## src/rtl/seq_tx_1110.sv

```systemverilog
// Serial MSB-first transmitter with idle gap and a self-monitor that flags each transmitted 1110.
// Define SEQ_TX_PARITY_EN to append an even-parity bit (PAR state) after the data bits.
module seq_tx_1110 #(
    parameter int WIDTH = 8,
    parameter int GAP   = 2
) (
    input  logic             clock,
    input  logic             reset,
    input  logic             load_valid,
    input  logic [WIDTH-1:0] data_in,
    output logic             load_ready,
    output logic             busy,
    output logic             seq_out,
    output logic             done,
    output logic             pattern_sent
);

    localparam int CW = $clog2(WIDTH);
    localparam int GW = (GAP > 32'sd1) ? $clog2(GAP) : 1;
    localparam logic [CW-1:0] CNT_LAST = CW'(WIDTH - 1);
    localparam logic [CW-1:0] CNT_ONE  = CW'(1);
    localparam logic [GW-1:0] GAP_LAST = (GAP > 32'sd0) ? GW'(GAP - 1) : GW'(0);
    localparam logic [GW-1:0] GAP_ONE  = GW'(1);

    typedef enum logic [1:0] {
        ST_IDLE  = 2'd0,
        ST_SHIFT = 2'd1,
        ST_PAR   = 2'd2,
        ST_GAP   = 2'd3
    } state_e;

    state_e           state_q, state_d;
    logic [WIDTH-1:0] shreg_q;
    logic [CW-1:0]    cnt_q;
    logic [GW-1:0]    gap_q;
    logic [3:0]       hist_q;
    logic             done_q, done_d;
    logic             accept_s;
    logic             frame_end_s;
    state_e           after_data_s;

`ifdef SEQ_TX_PARITY_EN
    logic par_q;

    function automatic logic even_parity(input logic [WIDTH-1:0] word);
        return ^word;
    endfunction
`endif

    assign accept_s    = load_valid && (state_q == ST_IDLE);
    assign frame_end_s = (state_q == ST_SHIFT) && (cnt_q == '0);

    // Where the FSM goes once the last data bit has been shifted out
    always_comb begin
        after_data_s = ST_IDLE;
`ifdef SEQ_TX_PARITY_EN
        after_data_s = ST_PAR;
`else
        if (GAP > 32'sd0) begin
            after_data_s = ST_GAP;
        end else begin
            after_data_s = ST_IDLE;
        end
`endif
    end

    // State register
    always_ff @(posedge clock) begin
        if (reset) begin
            state_q <= ST_IDLE;
        end else begin
            state_q <= state_d;
        end
    end

    // Next-state logic
    always_comb begin
        state_d = state_q;
        done_d  = 1'b0;
        case (state_q)
            ST_IDLE: begin
                if (accept_s) begin
                    state_d = ST_SHIFT;
                end else begin
                    state_d = ST_IDLE;
                end
            end
            ST_SHIFT: begin
                if (frame_end_s) begin
                    state_d = after_data_s;
`ifndef SEQ_TX_PARITY_EN
                    done_d  = 1'b1;
`endif
                end else begin
                    state_d = ST_SHIFT;
                end
            end
`ifdef SEQ_TX_PARITY_EN
            ST_PAR: begin
                done_d = 1'b1;
                if (GAP > 32'sd0) begin
                    state_d = ST_GAP;
                end else begin
                    state_d = ST_IDLE;
                end
            end
`endif
            ST_GAP: begin
                if (gap_q == '0) begin
                    state_d = ST_IDLE;
                end else begin
                    state_d = ST_GAP;
                end
            end
            default: begin
                state_d = ST_IDLE;
            end
        endcase
    end

    // Datapath: shift register, counters, done flag and transmitted-bit history
    always_ff @(posedge clock) begin
        if (reset) begin
            shreg_q <= '0;
            cnt_q   <= '0;
            gap_q   <= '0;
            hist_q  <= 4'b0000;
            done_q  <= 1'b0;
`ifdef SEQ_TX_PARITY_EN
            par_q   <= 1'b0;
`endif
        end else begin
            hist_q <= {hist_q[2:0], seq_out};
            done_q <= done_d;
            // gap_q is preloaded while outside GAP so entry sees the full count
            if (state_q == ST_GAP) begin
                gap_q <= gap_q - GAP_ONE;
            end else begin
                gap_q <= GAP_LAST;
            end
            case (state_q)
                ST_IDLE: begin
                    if (accept_s) begin
                        shreg_q <= data_in;
                        cnt_q   <= CNT_LAST;
`ifdef SEQ_TX_PARITY_EN
                        par_q   <= even_parity(data_in);
`endif
                    end else begin
                        shreg_q <= shreg_q;
                        cnt_q   <= cnt_q;
                    end
                end
                ST_SHIFT: begin
                    shreg_q <= {shreg_q[WIDTH-2:0], 1'b0};
                    cnt_q   <= cnt_q - CNT_ONE;
                end
                default: begin
                    shreg_q <= shreg_q;
                    cnt_q   <= cnt_q;
                end
            endcase
        end
    end

    // Moore output decode
    always_comb begin
        load_ready   = (state_q == ST_IDLE);
        busy         = (state_q != ST_IDLE);
        done         = done_q;
        pattern_sent = (hist_q == 4'b1110);
        case (state_q)
            ST_SHIFT: seq_out = shreg_q[WIDTH-1];
`ifdef SEQ_TX_PARITY_EN
            ST_PAR:   seq_out = par_q;
`endif
            default:  seq_out = 1'b0;
        endcase
    end

endmodule

```

## config.mk

```make
export PLATFORM = sky130hd
export DESIGN_NAME = seq_tx_1110
export DESIGN_NICKNAME = d
export VERILOG_FILES = /design/src/rtl/seq_tx_1110.sv
export SDC_FILE = /design/constraint.sdc
export NUM_CORES = 1
export LEC_CHECK = 0
export ABC_AREA = 1
export CAP_MARGIN = 30
export CORE_UTILIZATION = 46
export CTS_CLUSTER_SIZE = 25
export DETAILED_ROUTE_END_ITERATION = 16
export GPL_TIMING_DRIVEN = 0
export PLACE_DENSITY_LB_ADDON = 0.2
export SYNTH_ARGS = -nofsm -noshare
export SYNTH_HDL_FRONTEND = slang
export SYNTH_SLANG_ARGS = --single-unit
```

## constraint.sdc

```tcl
create_clock -name clock -period 3 [get_ports clock]
set_input_delay 0.6 -clock clock [delete_from_list [all_inputs] [get_ports clock]]
set_output_delay 0.6 -clock clock [all_outputs]
set_load 0.02 [all_outputs]
```

==> results.py <==
metrics = {
    "setup_path": {
        "worst_ep_required_time_ns": 2.40,
        "worstSetupEndpointType": "output pin",
        "critical_path_class": "flop to output pin",
        "setup.reg_to_reg.worst_slack_ns": 1.85,
        "setup.worst_path.start_class": "flop",
        "worst-endpoint-arrival_ns": 1.83,
        "path_max_fanout": 10,
    },
    "pwr": {
        "comb_power_share": 0.218,
        "swShare": 0.2955,
        "clkPwrFrac": 0.248,
        "power.net_switching_uw": 156.6,
        "power.sequential.fraction": 0.533,
        "power.static_leakage_uw": 0.0004968,
        "internal-power_uw": 373.3,
        "peak_ir_drop_on_the_vdd_network_mv": 0.3687,
        "power_density_nw_per_um2": 506.6,
    },
    "synthesis": {
        "yosys_warnings": 0,
        "yosys.cell_types.count": 15,
        "post-synth-top-area-cell": "sky130_fd_sc_hd__dfxtp_1",
        "async_reset_ff_frac": 0,
        "ys_ff_latch": 19,
        "syn_avg_cell_area_sq_um": 6.887,
        "synth_seq_area_share": 0.4490,
        "synth_top_cells_by_count": "sky130_fd_sc_hd__nand2_1, sky130_fd_sc_hd__nor2_1, sky130_fd_sc_hd__dfxtp_1",
        "netlist_top_cells_area": "sky130_fd_sc_hd__dfxtp_1, sky130_fd_sc_hd__nand2_1, sky130_fd_sc_hd__nor2_1",
        "synth_most_common_cell": "sky130_fd_sc_hd__nand2_1",
        "synthDominantCellAreaShare": 0.4490,
        "postSynth.topFlopCell": "sky130_fd_sc_hd__dfxtp_1",
        "mappedNetlistNets": 136,
        "post_synth_inst_count": 123,
        "mappedNetlistArea_sq_um": 847.1,
        "synth_enable_flop_cells": 0,
    },
    "global_routing": {
        "via_count_of_the_first_global_routing_pass": 605,
        "grt_first_pass_wirelength_um": 2559,
        "total_global_route_track_usage": 0.1775,
        "grt-ovfl-total": 0,
        "grt_max_degree": 12,
        "number_of_antenna_violations_at_the_first_check_in_global_routing": 0,
    },
    "cts": {
        "cts_num_sinks": 19,
        "cts.hold.buffers_added": 0,
        "worst_setup_hold_path_clk_slew_ns": 0.11,
        "cts.repair_timing.setup_buffer_count": 0,
        "clock_insertion_delay_worst_skew_ns": 0.30,
        "clock_tree_from_tritoncts": "built",
        "cts.root.buffer_cell": "sky130_fd_sc_hd__clkbuf_4",
        "ctsResizeCount": 0,
        "numCtsBuffers": 3,
        "htreeDepth": 1,
        "clock_path_buffers": 2,
    },
    "detailed_routing": {
        "vias": 740,
        "final_antenna_net_count": 0,
        "total_iterations_of_the_first_detailed_routing_run": 4,
        "post_drt_wl_per_cell_um": 9.404,
        "route.detailed.drc": 0,
        "drt_wl_total_um": 1561,
        "detailed_route_iter0_violations": 17,
        "viasPerCell": 4.458,
    },
    "timing": {
        "layout_min_cycle_time_ns": 2.432,
        "timing.fmax_ghz": 0.4112,
        "hold_viol": 0,
        "timing.final.max_slew_violations": 0,
        "setup_viol": 0,
        "max-slew-margin-rel": 0.7981,
        "unrepaired_setup_endpoints_after_global_routing": "false",
        "fin_skew_ns": 0.003178,
        "period_share": 0.8107,
        "timing.setup.tns_ns": 0,
        "transition_time_of_the_tightest_slew_check_pin_ns": 0.3017,
    },
    "die": {
        "pin_count": 16,
        "floorplan.die_area_sq_um": 2017,
        "placeableCoreArea_sq_um": 1727,
        "start_util": 0.4906,
        "dieWidth_um": 44.91,
        "die_y_um": 44.91,
        "rows": 15,
    },
    "cells_and_area": {
        "finish.net_count": 155,
        "layout-drive-gt1-share": 0.07801,
        "final_cells": 166,
        "flow.area_growth_from_synthesis_pct": 23.49,
        "n_antenna_cell": 0,
    },
    "placement": {
        "detailedPlacementHpwl_um": 1076,
        "placed_cells_incl_taps": 162,
        "globalplace.congestion": 0.7368,
        "io_buffers": 14,
    },
    "outcome": {
        "run_status": "completed",
    },
    "run": {
        "drv.max_cap_violation_count": 0,
    },
    "hold_path": {
        "timing.hold.worst.class": "flop to flop",
    },
}
==> routing by layer <==
| layer | GRT usage | part of all wire | vias to the layer above |
|---|---|---|---|
| met2 | 0.2882 | 0.46 | 13 |
| met5 | 0 | 0 | - |
| met4 | 0.09091 | 0.020 | 0 |
| li1 | - | - | 405 |
| met1 | 0.2306 | 0.49 | 317 |
| met3 | 0.02400 | 0.028 | 5 |
==> stage by stage <==
| step | util | setup slack [ns] | hold slack [ns] | total power [uW] | area (sq um) |
|---|---|---|---|---|---|
| 3_5_place_dp | 0.5899 | 0.9011 | 0.4127 | 404.9 | 1018 |
| 5_1_grt | 0.6058 | 0.4474 | 0.4479 | 562.8 | 1046 |
| 2_1_floorplan | - | 1.377 | 0.4031 | 366.9 | 847.1 |
| 6_report | 0.6058 | 0.5680 | 0.4275 | 529.9 | 1046 |
| 4_1_cts | 0.6058 | 0.5502 | 0.4309 | 535.1 | 1046 |
| 3_3_place_gp | 0.5899 | 0.9176 | 0.4075 | 401.5 | 1018 |
==> path summary, 6_finish.rpt <==
check                        start                      end  cells after the start
max          state_q[1]$_SDFF_PP0_                  seq_out                      5
min           hist_q[2]$_SDFF_PP0_     hist_q[3]$_SDFF_PP0_                      2
max reg2reg  state_q[1]$_SDFF_PP0_  shreg_q[2]$_SDFFE_PP0P_                      7
min reg2reg   hist_q[2]$_SDFF_PP0_     hist_q[3]$_SDFF_PP0_                      2
==> worst max-delay path, stage by stage, from the launching register on <==
cell,delay [ns]
sky130_fd_sc_hd__dfxtp_1,0.36
sky130_fd_sc_hd__inv_2,0.16
sky130_fd_sc_hd__nand2_1,0.11
sky130_fd_sc_hd__buf_4,0.19
sky130_fd_sc_hd__nor2_1,0.10
sky130_fd_sc_hd__clkdlybuf4s50_1,0.60
==> area by class of cell <==
cell class / count / area (sq um)
sequential: 19 / 380.4
inverter: 18 / 67.56
timing repair buffer: 14 / 140.1
buffer: 5 / 36.28
clock buffer: 3 / 22.52
multi-input combinational: 81 / 362.8
tap: 25 / 31.28
clock inverter: 1 / 5.005
fill: 172 / 680.7
==> placed cells by master, fill, tap and decap left out, types with 2 or more instances in the layout <==
master / instances
sky130_fd_sc_hd__ha_1: 2
sky130_fd_sc_hd__buf_2: 2
sky130_fd_sc_hd__buf_4: 2
sky130_fd_sc_hd__inv_1: 17
sky130_fd_sc_hd__dfxtp_1: 19
sky130_fd_sc_hd__clkbuf_4: 3
sky130_fd_sc_hd__nand2_1: 36
sky130_fd_sc_hd__nor2_1: 22
sky130_fd_sc_hd__clkdlybuf4s50_1: 14
sky130_fd_sc_hd__nor3_1: 3
sky130_fd_sc_hd__a21oi_1: 5
sky130_fd_sc_hd__nand3_1: 10
==> power groups by stage <==
stage / clock, uW / sequential (uW) / combinational [uW]
floorplan: 0 / 287 / 80.3
global placement: 0 / 287 / 114
detailed placement: 0 / 289 / 116
CTS: 135 / 283 / 117
global route: 146 / 285 / 132
finish: 132 / 283 / 116
==> cells by family after synthesis <==
group                      count (synthesis)  share of synthesized area
AOI/OAI and AO/OA                          7                    0.05465
xor gates and xnor gates                   1                    0.01034
adders and majority gates                  2                    0.02954
buffers and inverters                     23                     0.1226
DFF                                       19                     0.4490
and+or+nand+nor                           71                     0.3338
==> sequential cells by signal, indices dropped and copies added (netlist names) <==
name     flops
shreg_q      8
hist_q       4
cnt_q        3
state_q      2
done         1
gap_q        1
No activity file was read; power rests on OpenSTA's default activity.
